### src/rtl/rsa_pkg.sv
// -----------------------------------------------------------------------------
// rsa_pkg
// Shared definitions for the RSA exponentiation core and its stream driver:
// the driver FSM state encoding and the default operand widths, which must
// match the widths the core itself is built with.
// -----------------------------------------------------------------------------
package rsa_pkg;

  // Driver sequencing: wait for a word, hold the core in start while the
  // operands settle, wait for done (or give up), then present the result.
  typedef enum logic [1:0] {
    IDLE   = 2'd0,
    LAUNCH = 2'd1,
    WAIT   = 2'd2,
    HOLD   = 2'd3
  } state_e;

  // Default widths shared with the exponentiation core.
  localparam int unsigned DEF_BASE_W    = 4;
  localparam int unsigned DEF_EXPO_W    = 4;
  localparam int unsigned DEF_N_W       = 4;

  // Default launch length and abort limit.  The abort limit must cover the
  // worst-case core latency (one step per exponent value plus overhead).
  localparam int unsigned DEF_START_CYC = 2;
  localparam int unsigned DEF_TIMEOUT   = 64;

endpackage : rsa_pkg

### src/rtl/rsa_stream_driver.sv
// -----------------------------------------------------------------------------
// rsa_stream_driver
// Initiator side of the RSA exponentiation core.  Holds a loaded key
// (exponent, modulus), takes plaintext words from a valid/ready stream,
// runs one core operation per word and returns base^expo mod N on an output
// valid/ready stream.  Exactly one operation is in flight at a time.
//
// Ports
//   clk, rst          clock (rising edge), synchronous active-high reset
//   key_load          load key_expo/key_N (honoured only while key_ready=1)
//   key_expo, key_N   key to load
//   key_ready         high in IDLE only
//   msg_valid/ready   plaintext stream handshake (ready only in IDLE, and not
//                     while a key load is being presented)
//   msg_data          plaintext word, becomes the core base
//   ct_valid/ready    result stream handshake
//   ct_data           result word, forced to 0 when ct_err=1
//   ct_err            1 = core did not finish within TIMEOUT cycles
//   core_start        core start (1 holds the core in reset)
//   core_base/expo/N  core operands, stable for the whole operation
//   core_valid        core done
//   core_result       core result, sampled only on core_valid in WAIT
// -----------------------------------------------------------------------------
module rsa_stream_driver
  import rsa_pkg::*;
#(
  parameter int unsigned base_width = DEF_BASE_W,
  parameter int unsigned expo_width = DEF_EXPO_W,
  parameter int unsigned N_width    = DEF_N_W,
  parameter int unsigned START_CYC  = DEF_START_CYC,  // >= 1
  parameter int unsigned TIMEOUT    = DEF_TIMEOUT     // >= 2**expo_width + 4
) (
  input  logic                  clk,
  input  logic                  rst,

  input  logic                  key_load,
  input  logic [expo_width-1:0] key_expo,
  input  logic [N_width-1:0]    key_N,
  output logic                  key_ready,

  input  logic                  msg_valid,
  input  logic [base_width-1:0] msg_data,
  output logic                  msg_ready,

  output logic                  ct_valid,
  output logic [N_width-1:0]    ct_data,
  output logic                  ct_err,
  input  logic                  ct_ready,

  output logic                  core_start,
  output logic [base_width-1:0] core_base,
  output logic [expo_width-1:0] core_expo,
  output logic [N_width-1:0]    core_N,
  input  logic                  core_valid,
  input  logic [N_width-1:0]    core_result
);

  // Counters are sized to hold their terminal count, so they never wrap.
  localparam int unsigned LC_W = $clog2(START_CYC + 1);
  localparam int unsigned TO_W = $clog2(TIMEOUT + 1);

  localparam logic [LC_W-1:0] LC_LAST = LC_W'(START_CYC - 1);
  localparam logic [TO_W-1:0] TO_LAST = TO_W'(TIMEOUT - 1);

  state_e                  state_q;
  logic [LC_W-1:0]         lc_q;        // cycles spent in LAUNCH
  logic [TO_W-1:0]         to_q;        // cycles spent in WAIT
  logic                    core_start_q;
  logic                    ct_valid_q;
  logic                    ct_err_q;
  logic [N_width-1:0]      ct_data_q;
  logic [expo_width-1:0]   expo_q;
  logic [N_width-1:0]      n_q;
  logic [base_width-1:0]   base_q;

  // Handshake readies are pure decodes of the state.  A key load in the same
  // cycle as a message wins, so the message is held off until the next cycle
  // and then runs with the new key.
  always_comb begin
    key_ready = (state_q == IDLE);
    msg_ready = (state_q == IDLE) && !key_load;
  end

  always_ff @(posedge clk) begin
    if (rst) begin
      state_q      <= IDLE;
      lc_q         <= '0;
      to_q         <= '0;
      core_start_q <= 1'b1;
      ct_valid_q   <= 1'b0;
      ct_err_q     <= 1'b0;
      ct_data_q    <= '0;
      expo_q       <= '0;
      n_q          <= '0;
      base_q       <= '0;
    end else begin
      case (state_q)
        // ---- IDLE: accept a key or a plaintext word ----
        IDLE: begin
          core_start_q <= 1'b1;
          if (key_load) begin
            expo_q <= key_expo;
            n_q    <= key_N;
          end else if (msg_valid) begin
            base_q  <= msg_data;
            lc_q    <= '0;
            state_q <= LAUNCH;
          end
        end

        // ---- LAUNCH: keep the core in start while the new base settles ----
        LAUNCH: begin
          if (lc_q == LC_LAST) begin
            core_start_q <= 1'b0;
            to_q         <= '0;
            state_q      <= WAIT;
          end else begin
            lc_q <= lc_q + LC_W'(1);
          end
        end

        // ---- WAIT: core running; a done in the last allowed cycle still
        //      counts as a good result rather than a timeout ----
        WAIT: begin
          if (core_valid) begin
            ct_data_q    <= core_result;
            ct_err_q     <= 1'b0;
            ct_valid_q   <= 1'b1;
            core_start_q <= 1'b1;
            state_q      <= HOLD;
          end else if (to_q == TO_LAST) begin
            ct_data_q    <= '0;
            ct_err_q     <= 1'b1;
            ct_valid_q   <= 1'b1;
            core_start_q <= 1'b1;
            state_q      <= HOLD;
          end else begin
            to_q <= to_q + TO_W'(1);
          end
        end

        // ---- HOLD: present the result until the consumer takes it ----
        HOLD: begin
          core_start_q <= 1'b1;
          if (ct_ready) begin
            ct_valid_q <= 1'b0;
            state_q    <= IDLE;
          end
        end

        default: begin
          core_start_q <= 1'b1;
          ct_valid_q   <= 1'b0;
          state_q      <= IDLE;
        end
      endcase
    end
  end

  assign core_start = core_start_q;
  assign core_base  = base_q;
  assign core_expo  = expo_q;
  assign core_N     = n_q;
  assign ct_valid   = ct_valid_q;
  assign ct_data    = ct_data_q;
  assign ct_err     = ct_err_q;

endmodule : rsa_stream_driver

### config.mk
export PLATFORM = sky130hd
export DESIGN_NAME = rsa_stream_driver
export DESIGN_NICKNAME = d
export VERILOG_FILES = /design/src/rtl/rsa_pkg.sv /design/src/rtl/rsa_stream_driver.sv
export SDC_FILE = /design/constraint.sdc
export NUM_CORES = 1
export LEC_CHECK = 0
export CAP_MARGIN = 20
export CORE_ASPECT_RATIO = 1.2
export CORE_MARGIN = 3
export CORE_UTILIZATION = 41
export DETAILED_ROUTE_END_ITERATION = 12
export GPL_ROUTABILITY_DRIVEN = 1
export PLACE_DENSITY = 0.74
export SLEW_MARGIN = 20
export SYNTH_ARGS = -nofsm -noshare
export SYNTH_HDL_FRONTEND = slang
export SYNTH_SLANG_ARGS = --single-unit
### constraint.sdc
create_clock -name clk -period 1.8 [get_ports clk]
set_input_delay 0.27 -clock clk [delete_from_list [all_inputs] [get_ports clk]]
set_output_delay 0.27 -clock clk [all_outputs]
set_load 0.005 [all_outputs]
; Word-level counts from Yosys, hierarchy flattened
; Index checks and enable logic that the tools add are counted.
; Widths: inputs -> output; s select.
[op_classes]
eq_ne = 13
n_mux = 24
n_addsub = 2
n_bitwise = 1
n_reduce_logical = 16
[op_table]
columns = cell, n
row1 = $mux 7, 3
row2 = $mux 2, 9
row3 = $pmux 7 s2, 1
row4 = $ne 2x2->1 const B, 6
row5 = $mux 4, 2
row6 = $pmux 2 s4, 1
row7 = $reduce_and 4->1, 2
row8 = $reduce_bool 2->1, 4
row9 = $add 7x1->7 const B, 1
row10 = $eq 7x6->1 const B, 1
row11 = $reduce_and 2->1, 3
row12 = $reduce_and 3->1, 2
row13 = $mux 1, 5
row14 = $reduce_and 5->1, 1
row15 = $eq 2x1->1 const B, 2
row16 = $eq 2x2->1 const B, 2
row17 = $pmux 2 s2, 1
row18 = $ne 3x3->1 const B, 1
row19 = $pmux 1 s3, 1
row20 = $add 2x1->2 const B, 1
row21 = $logic_not 2->1, 1
row22 = $ne 2x1->1 const B, 1
row23 = $pmux 1 s2, 1
row24 = $reduce_or 2->1, 1
row25 = other kinds (3), 3
[word_totals]
wordCells = 66
in_bits = 22
reg_bits = 30

; Logic depth before layout (Yosys ltp)
; Gate-level depths: netlist of the first run.
[depth]
depth_word = 4
depth_mapped = 7
depth_no_buf = 6

; Worst setup path after synthesis of the first run
; OpenSTA, ideal clock, no wires.
[synth_path]
path_kind = reg2reg
startpoint = reg state_q[0]
endpoint = reg to_q[3]
required_ps = 1730
setup_slack_ps = 7
synth_period_minus_slack_ps = 1793
path_stages_with_launch = 7
arrival_ps = 1723
n_path_buf = 0
setup_ps = 70
path_cell_list = dfxtp_1 -> inv_1 -> ha_1 -> and2_0 -> nand2b_2 -> or4_1 -> a21oi_1
[synth_between]
elab_chain_len = 3
elab_cells_between_ends = 8
classes_between = eq/ne (5) / mux (1) / reduce/logical (2)
[synth_rtl]
columns = item, line
row1 = "start, declared", rsa_stream_driver.sv:65  ; state_e state_q;
row2 = "start signal, assigned", rsa_stream_driver.sv:86  ; state_q <= IDLE;
row3 = "start signal, assigned", rsa_stream_driver.sv:107  ; state_q <= LAUNCH;
row4 = "start signal, assigned", rsa_stream_driver.sv:116  ; state_q <= WAIT;
row5 = $eq 2x2->1 or $eq 2x1->1 (tied branches), rsa_stream_driver.sv:97  ; case (state_q)
row6 = $ne 2x2->1 (no line) or $reduce_bool 2->1 (tied branches), n/a
row7 = $reduce_and 4->1 (no line), n/a
row8 = "end signal, assigned", rsa_stream_driver.sv:138  ; to_q <= to_q + TO_W'(1);
row9 = "end, declared", rsa_stream_driver.sv:67  ; logic [TO_W-1:0] to_q;
; Several ways; a longest one is shown, not always the timed one.
; A chain may end at the register's enable or synchronous reset.

; Final worst setup path of the first run
[layout_path]
startpoint = reg state_q[1]
endpoint = out key_ready
[layout_between]
elab_chain_len = 1
[layout_rtl]
columns = item, line
row1 = $logic_not 2->1, rsa_stream_driver.sv:80  ; key_ready = (state_q == IDLE);
row2 = "end, declared", rsa_stream_driver.sv:39  ; output logic key_ready,
; No other way between the ends.

==> impl_metrics.ini, run 1 <==
[power]
pwr_density_cell_nw_per_um2 = 1179
p_total_mw = 2.468
vdd.ir_drop.worst_uv = 955.1
p_leak_nw = 0.7931

[drt]
ant_nets = 0
routed_wl_mm = 3.639
wl_met1_mm = 1.531
wl_met3_um = 250
highest_layer = met4
drt_first_iter_violations = 42
first_pass_iters = 4
vias_per_cell = 5.330
wl_met2_mm = 1.805
num_vias = 1407
routedWlPerCell_um = 13.78
drc = 0

[placement]
place_congestion = 0.8297
place_area_um2 = 1974
portBuffers = 42
hpwl_mm = 2.785

[worst_setup_path]
ff2ff_setup_slack_ps = 90
cp_max_fo = 6
crit_slowest_cell = clkdlybuf4s50_1
worstPathCellList = inv_2 > ha_4 > clkdlybuf4s50_1
crit_arrival_ps = 1450
max_stage_delay_ps = 500
cp_data_required_time_ps = 1530
cp-start-kind = flip-flop
critical_path_class = flip-flop to output pin
r2r-end = to_q[3]
crit_family = buffers and inverters
path_buf_inv = 2
reg2regPathDepth = 6
endpoint_kind = output pin
crit-reg2reg-launch = state_q[1]

[grt]
track_usage_pct = 18.78
grt_start_max_net_pins = 14
overflow = 0
antenna_found_initial = 0
grt_pass1_wl_mm = 6.203
grt_pass1_vias = 1403

[floorplan]
start_util_pct = 44.55
pin_count = 43
coreArea_um2 = 3193
row_count = 22
die_x_um = 59.77
die_y_um = 70.53
die-area_um2 = 4215

[finish]
drive_gt1_share_pct = 17.98
stdcell_area_um2 = 2093
finalNetCount = 257
nFillCells = 271
area_growth_pct = 47.14
diodes = 0

[timing]
tightestPinTransition_ps = 434.8
setup_viol = 0
max_slew_margin_pct = 70.88
hold_violations = 0
fmax_mhz = 582.3
rsz0062_at_grt = false
drv_slew = 0
min_period_ps = 1717
holdWs_ps = 443.4
fin_skew_ps = 6.308
period_share_pct = 95.41

[clock_tree]
cts_hold_buffers = 0
cts-htree-levels = 2
cts.clk_slew.worst_paths_ps = 100
numCtsBuffers = 5
clk_latency_ps = 330
max-clock-path-buffers = 2
cts-root-buf = clkbuf_4
cts_tree = yes
cts_sinks = 30

[synth]
synth_top_area_share_pct = 42.22
yosys_register_bits = 30
synth_compound_area_share_pct = 16.80
synth_cell_types = 35
synth_cells = 167
synth_area_leaders = dfxtp_1 42%, a21oi_1 7.0%, ha_1 7.0%
synthMuxAreaShare_pct = 4.310
synthSimpleGateAreaFrac_pct = 25.42
yosys.area.top_type = dfxtp_1
synthXorXnorAreaFrac_pct = 0
synthAdderAreaFrac_pct = 7.036
syn_avg_cell_area_um2 = 8.519
yosysWarnings = 0
synth_top_family_by_area = simple AND/OR/NAND/NOR gates
syn_area_um2 = 1423
postSynthNetCount = 197
ys_seq_area_share_pct = 42.22

[worst_hold_path]
min_path_type = flip-flop to flip-flop
min_delay_path_depth = 2
holdCritStartpoint = to_q[6]
min_to = to_q[6]

[outcome]
outcome = complete, no violations

[job]
drv_cap = 0
[what timing repair did]
| item | in CTS | in global routing |
|---|---|---|
| setup buffers | 2 | 0 |
| gates resized for setup | 9 | 3 |
| pin swaps | 0 | 0 |
| setup endpoints to repair | 3 | 3 |
[cell families after synthesis]
kind of cell / Yosys count
and+or+nand+nor: 69
AOI/OAI and AO/OA: 40
DFF: 30
buffers and inverters: 14
adders and majority gates: 8
muxes: 6
[placed cells by master, fill, tap and decap left out, drive strengths merged, types with 6 or more instances in the layout]
cell / instances
nor2b: 6
clkdlybuf4s50: 41
buf: 18
nand2: 23
a21oi: 20
nand3: 15
o21ai: 6
dfxtp: 30
ha: 8
inv: 7
[registers in the layout, summed over array words and instances (netlist names)]
register	cells
core_N	4
core_base	4
core_expo	4
core_start	1
ct_data	4
ct_err	1
ct_valid	1
lc_q	2
state_q	2
to_q	7
[worst min-delay path: stages (launching register included)]
cell,delay (ps)
dfxtp_1,320
nand2_1,50
a31oi_1,40
[power by group]
part	total, mW	internal (mW)	switching [mW]
combinational	1.11	0.617	0.497
sequential	0.834	0.767	0.0678
clock	0.519	0.287	0.232
total	2.47	1.67	0.797
[metrics by stage]
step | setup TNS, ps | utilization (%) | cells | worst slack (ps)
6_report | 0 | 65.56 | 264 | 82.53
5_1_grt | 0 | 65.56 | 264 | 25.81
4_1_cts | 0 | 65.32 | 264 | 31.30
3_5_place_dp | -86.54 | 61.83 | 254 | -51.27
3_3_place_gp | 0 | 61.83 | 254 | 4.102
2_1_floorplan | 0 | - | 167 | 7.128
[worst max-delay path by stage]
| stage | from | endpoint | slack, ps | cells after the start |
|---|---|---|---|---|
| finish | state_q[1] | key_ready | 80 | 3 |
| global route | to_q[0] | to_q[3] | 30 | 5 |
| CTS | state_q[1] | to_q[3] | 30 | 6 |
| detailed placement | msg_valid | state_q[0] | -50 | 5 |
| global placement | msg_valid | state_q[0] | 4 | 5 |
| floorplan | state_q[0] | to_q[3] | 7 | 6 |
[metal layers]
layer / up-vias / GRT usage, %
li1: 710 / -
met1: 649 / 21.57
met2: 42 / 32.21
met5: - / 0
met3: 6 / 5.360
met4: 0 / 6.650
[cell type report]
cell class / instances / area (um2) / area share (%)
clock buffer: 5 / 37.54 / 1.793
tap: 36 / 45.04 / 2.152
timing repair buffer: 60 / 554.3 / 26.48
clock inverter: 3 / 40.04 / 1.913
sequential: 30 / 603.1 / 28.81
inverter: 7 / 26.28 / 1.255
multi-input combinational: 123 / 787.0 / 37.60
[Yosys cell counts]
master	number
a211oi_1	2
and2b_4	1
and2_0	1
clkbuf_1	6
a31oi_1	3
nor2_1	4
mux2_1	1
and4_4	1
nand2b_1	4
nor3_1	4
o21ai_0	6
and3_4	1
or4_1	2
a2bb2oi_1	1
and4_1	1
and3_1	1
buf_6	1
o32ai_1	1
dfxtp_1	30
a221o_1	1
or3_1	3
a31o_2	1
a21oi_1	20
o21a_1	2
inv_1	6
o31ai_1	2
o41ai_1	1
nor2b_1	6
nand3_1	15
mux2i_1	5
nand2_1	23
ha_1	8
nand2b_2	1
or2_1	1
inv_2	1
Note: power is estimated with default switching activity, not from simulation.
==> run 2: changes to the inputs <==
Settings changed: CORE_MARGIN 3 to 2, SKIP_LAST_GASP set to 1, SLEW_MARGIN 20 to unset.
==> run 2 against run 1 <==
  * Register-to-register slack got worse by 30 ps
  * Global-route usage grew 1.1 points
  * Routed wire length grew 7.4%
  * Total power is 5.6% higher
  * Cell count increased by 0.76%
  * Critical path type is now flip-flop to flip-flop
  * Highest routed layer unchanged
==> impl_metrics.ini, run 2 (synthesis gave the netlist of run 1 again) <==
[outcome]
outcome = complete, no violations

[power]
p_int_mw = 1.733
vdd.ir_drop.worst_uv = 787.4
seqPwrFrac_pct = 32.5
pwr_density_cell_nw_per_um2 = 1218
switching_share_pct = 33.50
p_total_mw = 2.607
p_switching_mw = 0.8734
p_leak_nw = 0.8197
combPwrFrac_pct = 46.1
clkPwrFrac_pct = 21.4

[timing]
setup_slack_ps = 61.99
tightestPinTransition_ps = 420.1
max_slew_margin_pct = 71.86
drv_slew = 0
min_period_ps = 1738
holdWs_ps = 435.6
fmax_mhz = 575.4
tns_ps = 0
fin_skew_ps = 5.629
setup_viol = 0
rsz0062_at_grt = false
hold_violations = 0
period_share_pct = 96.56

[placement]
dpl.cell_count = 255
place_congestion = 0.8393
hpwl_mm = 2.779
portBuffers = 42
place_ws_ps = -79.98

[finish]
largest_reg_flops = 7
finalNetCount = 258
area_growth_pct = 50.40
mostFrequentLayoutCell = clkdlybuf4s50_1
diodes = 0
layoutNonFillerInstCount = 266
drive_gt1_share_pct = 18.34
nFillCells = 287
layout_common_cells = 41 x clkdlybuf4s50_1, 28 x dfxtp_1, 23 x nand2_1
regMostFlops = to_q

[drt]
drc = 0
first_pass_iters = 4
drt_first_iter_violations = 60
ant_nets = 0
vias_per_cell = 5.406
num_vias = 1438
routed_wl_mm = 3.907
routedWlPerCell_um = 14.69

[grt]
grt_pass1_vias = 1401
grt_start_max_net_pins = 13
track_usage_pct = 19.85
overflow = 0
antenna_found_initial = 0
grt_pass1_wl_mm = 5.982

[worst_setup_path]
cp-start-kind = flip-flop
endpoint_kind = flip-flop
ff2ff_setup_slack_ps = 60
crit-reg2reg-launch = state_q[0]
cp_max_fo = 4
crit_arrival_ps = 1930
r2r-end = state_q[0]
reg2regPathDepth = 7
worstSetupStartpoint = state_q[0]
endpoint = state_q[0]
critical_path_class = flip-flop to flip-flop
cp_data_required_time_ps = 2000

[floorplan]
die_y_um = 68.53
coreArea_um2 = 3338
pin_count = 43
row_count = 23
die_x_um = 57.77
die-area_um2 = 3959
start_util_pct = 42.62

[job]
drv_cap = 0

[clock_tree]
max-clock-path-buffers = 2
cts_tree = yes
numCtsBuffers = 5
cts_hold_buffers = 0
cts-root-buf = clkbuf_8
cts_sinks = 30
cts.clk_slew.worst_paths_ps = 60
cts-htree-levels = 2
clk_latency_ps = 290

[worst_hold_path]
min_delay_path_depth = 2
min_path_type = flip-flop to flip-flop
==> run 2: changes by cell type in the layout (fill, tap and decap cells not counted), sizes merged <==
| cell | change |
|---|---|
| dlymetal6s2s | +1 |
| bufinv | -1 |
| dlygate4sd2 | -1 |
| clkbuf | +2 |
| clkinv | -1 |
| buf | +1 |
==> run 2: stage by stage <==
stage               utilization [%]  instance area (um2)
floorplan                         -                 1423
global placement              59.18                 1976
detailed placement            59.18                 1976
CTS                           63.42                 2117
global route                  64.09                 2140
finish                        64.09                 2140
==> run 2: worst min path at each step <==
stage,from,to,slack (ps)
floorplan,to_q[6],to_q[6],410
CTS,to_q[6],to_q[6],440
global route,to_q[6],to_q[6],450
global placement,to_q[6],to_q[6],420
detailed placement,to_q[6],to_q[6],430
finish,to_q[6],to_q[6],440
==> run 2: layer usage <==
layer / global-route usage (%) / vias to the layer above / wire, um
met3: 4.851 / 8 / 179
met2: 35.94 / 40 / 2057
li1: - / 707 / -
met4: 11.34 / 0 / 82
met1: 21.03 / 683 / 1588
met5: 0 / - / 0
==> run 2: cell type report <==
| cell class | count | area (um2) | share of cell area (%) |
|---|---|---|---|
| timing repair buffer | 61 | 569.3 | 26.61 |
| clock buffer | 7 | 86.33 | 4.035 |
| sequential | 30 | 603.1 | 28.19 |
| inverter | 7 | 31.28 | 1.462 |
| multi-input combinational | 123 | 798.3 | 37.31 |
| tap | 37 | 46.29 | 2.164 |
| clock inverter | 1 | 5.005 | 0.2339 |
==> run 2: critical path, stage by stage, from the launching register on <==
cell	delay [ps]
dfxtp_2	390
inv_4	60
ha_4	160
buf_6	110
buf_4	140
a221o_1	340
or2_1	230
a211oi_1	210
==> run 2: what timing repair did <==
item / CTS / global route
pin swaps: 0 / 0
endpoints found under the hold margin: 0 / 0
resized for setup: 9 / 8
setup buffers: 3 / 0
setup endpoints to repair: 4 / 7
==> run 2: power groups by stage <==
stage                     registers [mW]  logic, mW  clock network [mW]
after floorplan                    0.838      0.545                   0
after global placement             0.836      0.971                   0
after detailed placement           0.844       1.01                   0
after CTS                          0.837       1.15               0.569
after global routing               0.861       1.31               0.591
final                              0.848       1.20               0.557
==> run 3: changes to the inputs <==
Settings changed: CORE_MARGIN 2 to unset, GPL_TIMING_DRIVEN set to 0, REMOVE_ABC_BUFFERS set to 1.
==> run 3 against run 2 <==
  * Combinational power fell by 15%
  * Setup slack got worse by 10 ps
  * Core utilization shrank 3.9 points
  * Sequential power grew 0.5%
  * Flip-flop and latch count unchanged
  * Clock power decreased by 11%
  * Register-to-register slack gained 40 ps
  * Critical path depth is 4 lower
  * Critical path type is now flip-flop to output pin
==> impl_metrics.ini, run 3 (synthesis gave the netlist of run 1 again) <==
[timing]
drv_slew = 0
rsz0062_at_grt = false
fin_skew_ps = 9.308
tightestPinTransition_ps = 978.8
hold_violations = 0
holdWs_ps = 448.9
max_slew_margin_pct = 34.75
setup_slack_ps = 51.70
setup_viol = 0
fmax_mhz = 572.0
period_share_pct = 97.13
min_period_ps = 1748

[floorplan]
die_x_um = 55.77
die_y_um = 66.53
coreArea_um2 = 3338
die-area_um2 = 3710
row_count = 23
pin_count = 43
start_util_pct = 42.62

[grt]
antenna_found_initial = 0
grt_pass1_vias = 1313
track_usage_pct = 20.16
overflow = 0
grt_start_max_net_pins = 29
grt_pass1_wl_mm = 5.782

[worst_setup_path]
max_stage_delay_ps = 520
cp_data_required_time_ps = 1530
cp-start-kind = flip-flop
endpoint_kind = output pin
critical_path_class = flip-flop to output pin
crit_arrival_ps = 1480
cp_max_fo = 14
crit_family = buffers and inverters
worstPathCellList = inv_4 > ha_4 > clkdlybuf4s50_1
crit_slowest_cell = clkdlybuf4s50_1
path_buf_inv = 2

[clock_tree]
max-clock-path-buffers = 2
cts.clk_slew.worst_paths_ps = 60
cts-root-buf = clkbuf_8
cts-htree-levels = 2
cts_hold_buffers = 0
clk_latency_ps = 280
cts_tree = yes
numCtsBuffers = 5
cts_sinks = 30

[power]
p_leak_nw = 0.7375
p_total_mw = 2.370
pwr_density_cell_nw_per_um2 = 1179
vdd.ir_drop.worst_uv = 875.1

[drt]
vias_per_cell = 5.472
routedWlPerCell_um = 13.53
highest_layer = met4
drc = 0
wl_met2_mm = 1.672
wl_met3_um = 239
num_vias = 1357
drt_first_iter_violations = 56
first_pass_iters = 4
routed_wl_mm = 3.356
wl_met1_mm = 1.375
ant_nets = 0

[finish]
diodes = 0
stdcell_area_um2 = 2009
layout_common_cells = 39 x clkdlybuf4s50_1, 28 x dfxtp_1, 23 x nand2_1
largest_reg_flops = 7
nFillCells = 295
layoutNonFillerInstCount = 248
finalNetCount = 241
area_growth_pct = 41.25
regMostFlops = to_q
drive_gt1_share_pct = 13.74
mostFrequentLayoutCell = clkdlybuf4s50_1

[placement]
dpl.cell_count = 239
portBuffers = 42
place_area_um2 = 1856
hpwl_mm = 2.337
place_ws_ps = -384.3
place_congestion = 0.8264

[job]
drv_cap = 0

[outcome]
outcome = complete, no violations

[worst_hold_path]
min_path_type = flip-flop to flip-flop
==> run 3: final cells by class <==
cell class / count / area [um2] / area share, %
Sequential cell: 30 / 605.6 / 30.14
Multi-Input combinational cell: 123 / 812.0 / 40.41
Timing Repair Buffer: 44 / 435.4 / 21.67
Clock buffer: 5 / 68.82 / 3.425
Clock inverter: 2 / 10.01 / 0.4981
Inverter: 7 / 31.28 / 1.557
Tap cell: 37 / 46.29 / 2.304
==> run 3: worst paths after layout <==
kind	start	to	slack, ps	cells after the start
worst max-delay path	state_q[0]	key_ready	50	3
worst min-delay path	to_q[6]	to_q[6]	450	2
worst max register to register	to_q[1]	to_q[3]	100	5
worst min register to register	to_q[6]	to_q[6]	450	2
==> run 3: repair_timing <==
action	CTS	global route
resized for setup	19	8
setup endpoints to repair	16	10
setup buffers	3	0
pin swaps	1	0
==> run 3: power breakdown <==
| group | leakage [nW] | total [mW] | internal (mW) | switching [mW] |
|---|---|---|---|---|
| sequential | 0.245 | 0.852 | 0.773 | 0.0795 |
| combinational | 0.449 | 1.02 | 0.543 | 0.480 |
| clock | 0.0438 | 0.495 | 0.258 | 0.237 |
| total | 0.737 | 2.37 | 1.57 | 0.796 |
==> run 3: worst min-delay path, delay by kind of cell (launching register included) <==
| family | cells | cell delay (ps) |
|---|---|---|
| flops | 1 | 310 |
| simple gates | 1 | 60 |
| compound gates | 1 | 40 |
==> run 3: per-layer routing <==
metal	global-route usage (%)	vias up
met5	0	-
met4	10.00	0
met3	6.408	8
met2	36.45	49
met1	21.10	622
li1	-	678
==> run 3: stage by stage <==
step / setup TNS (ps) / util, %
global placement: -1706 / 55.58
detailed placement: -2609 / 55.58
floorplan: 0 / -
global route: 0 / 60.19
finish: 0 / 60.19
CTS: -18.73 / 59.93
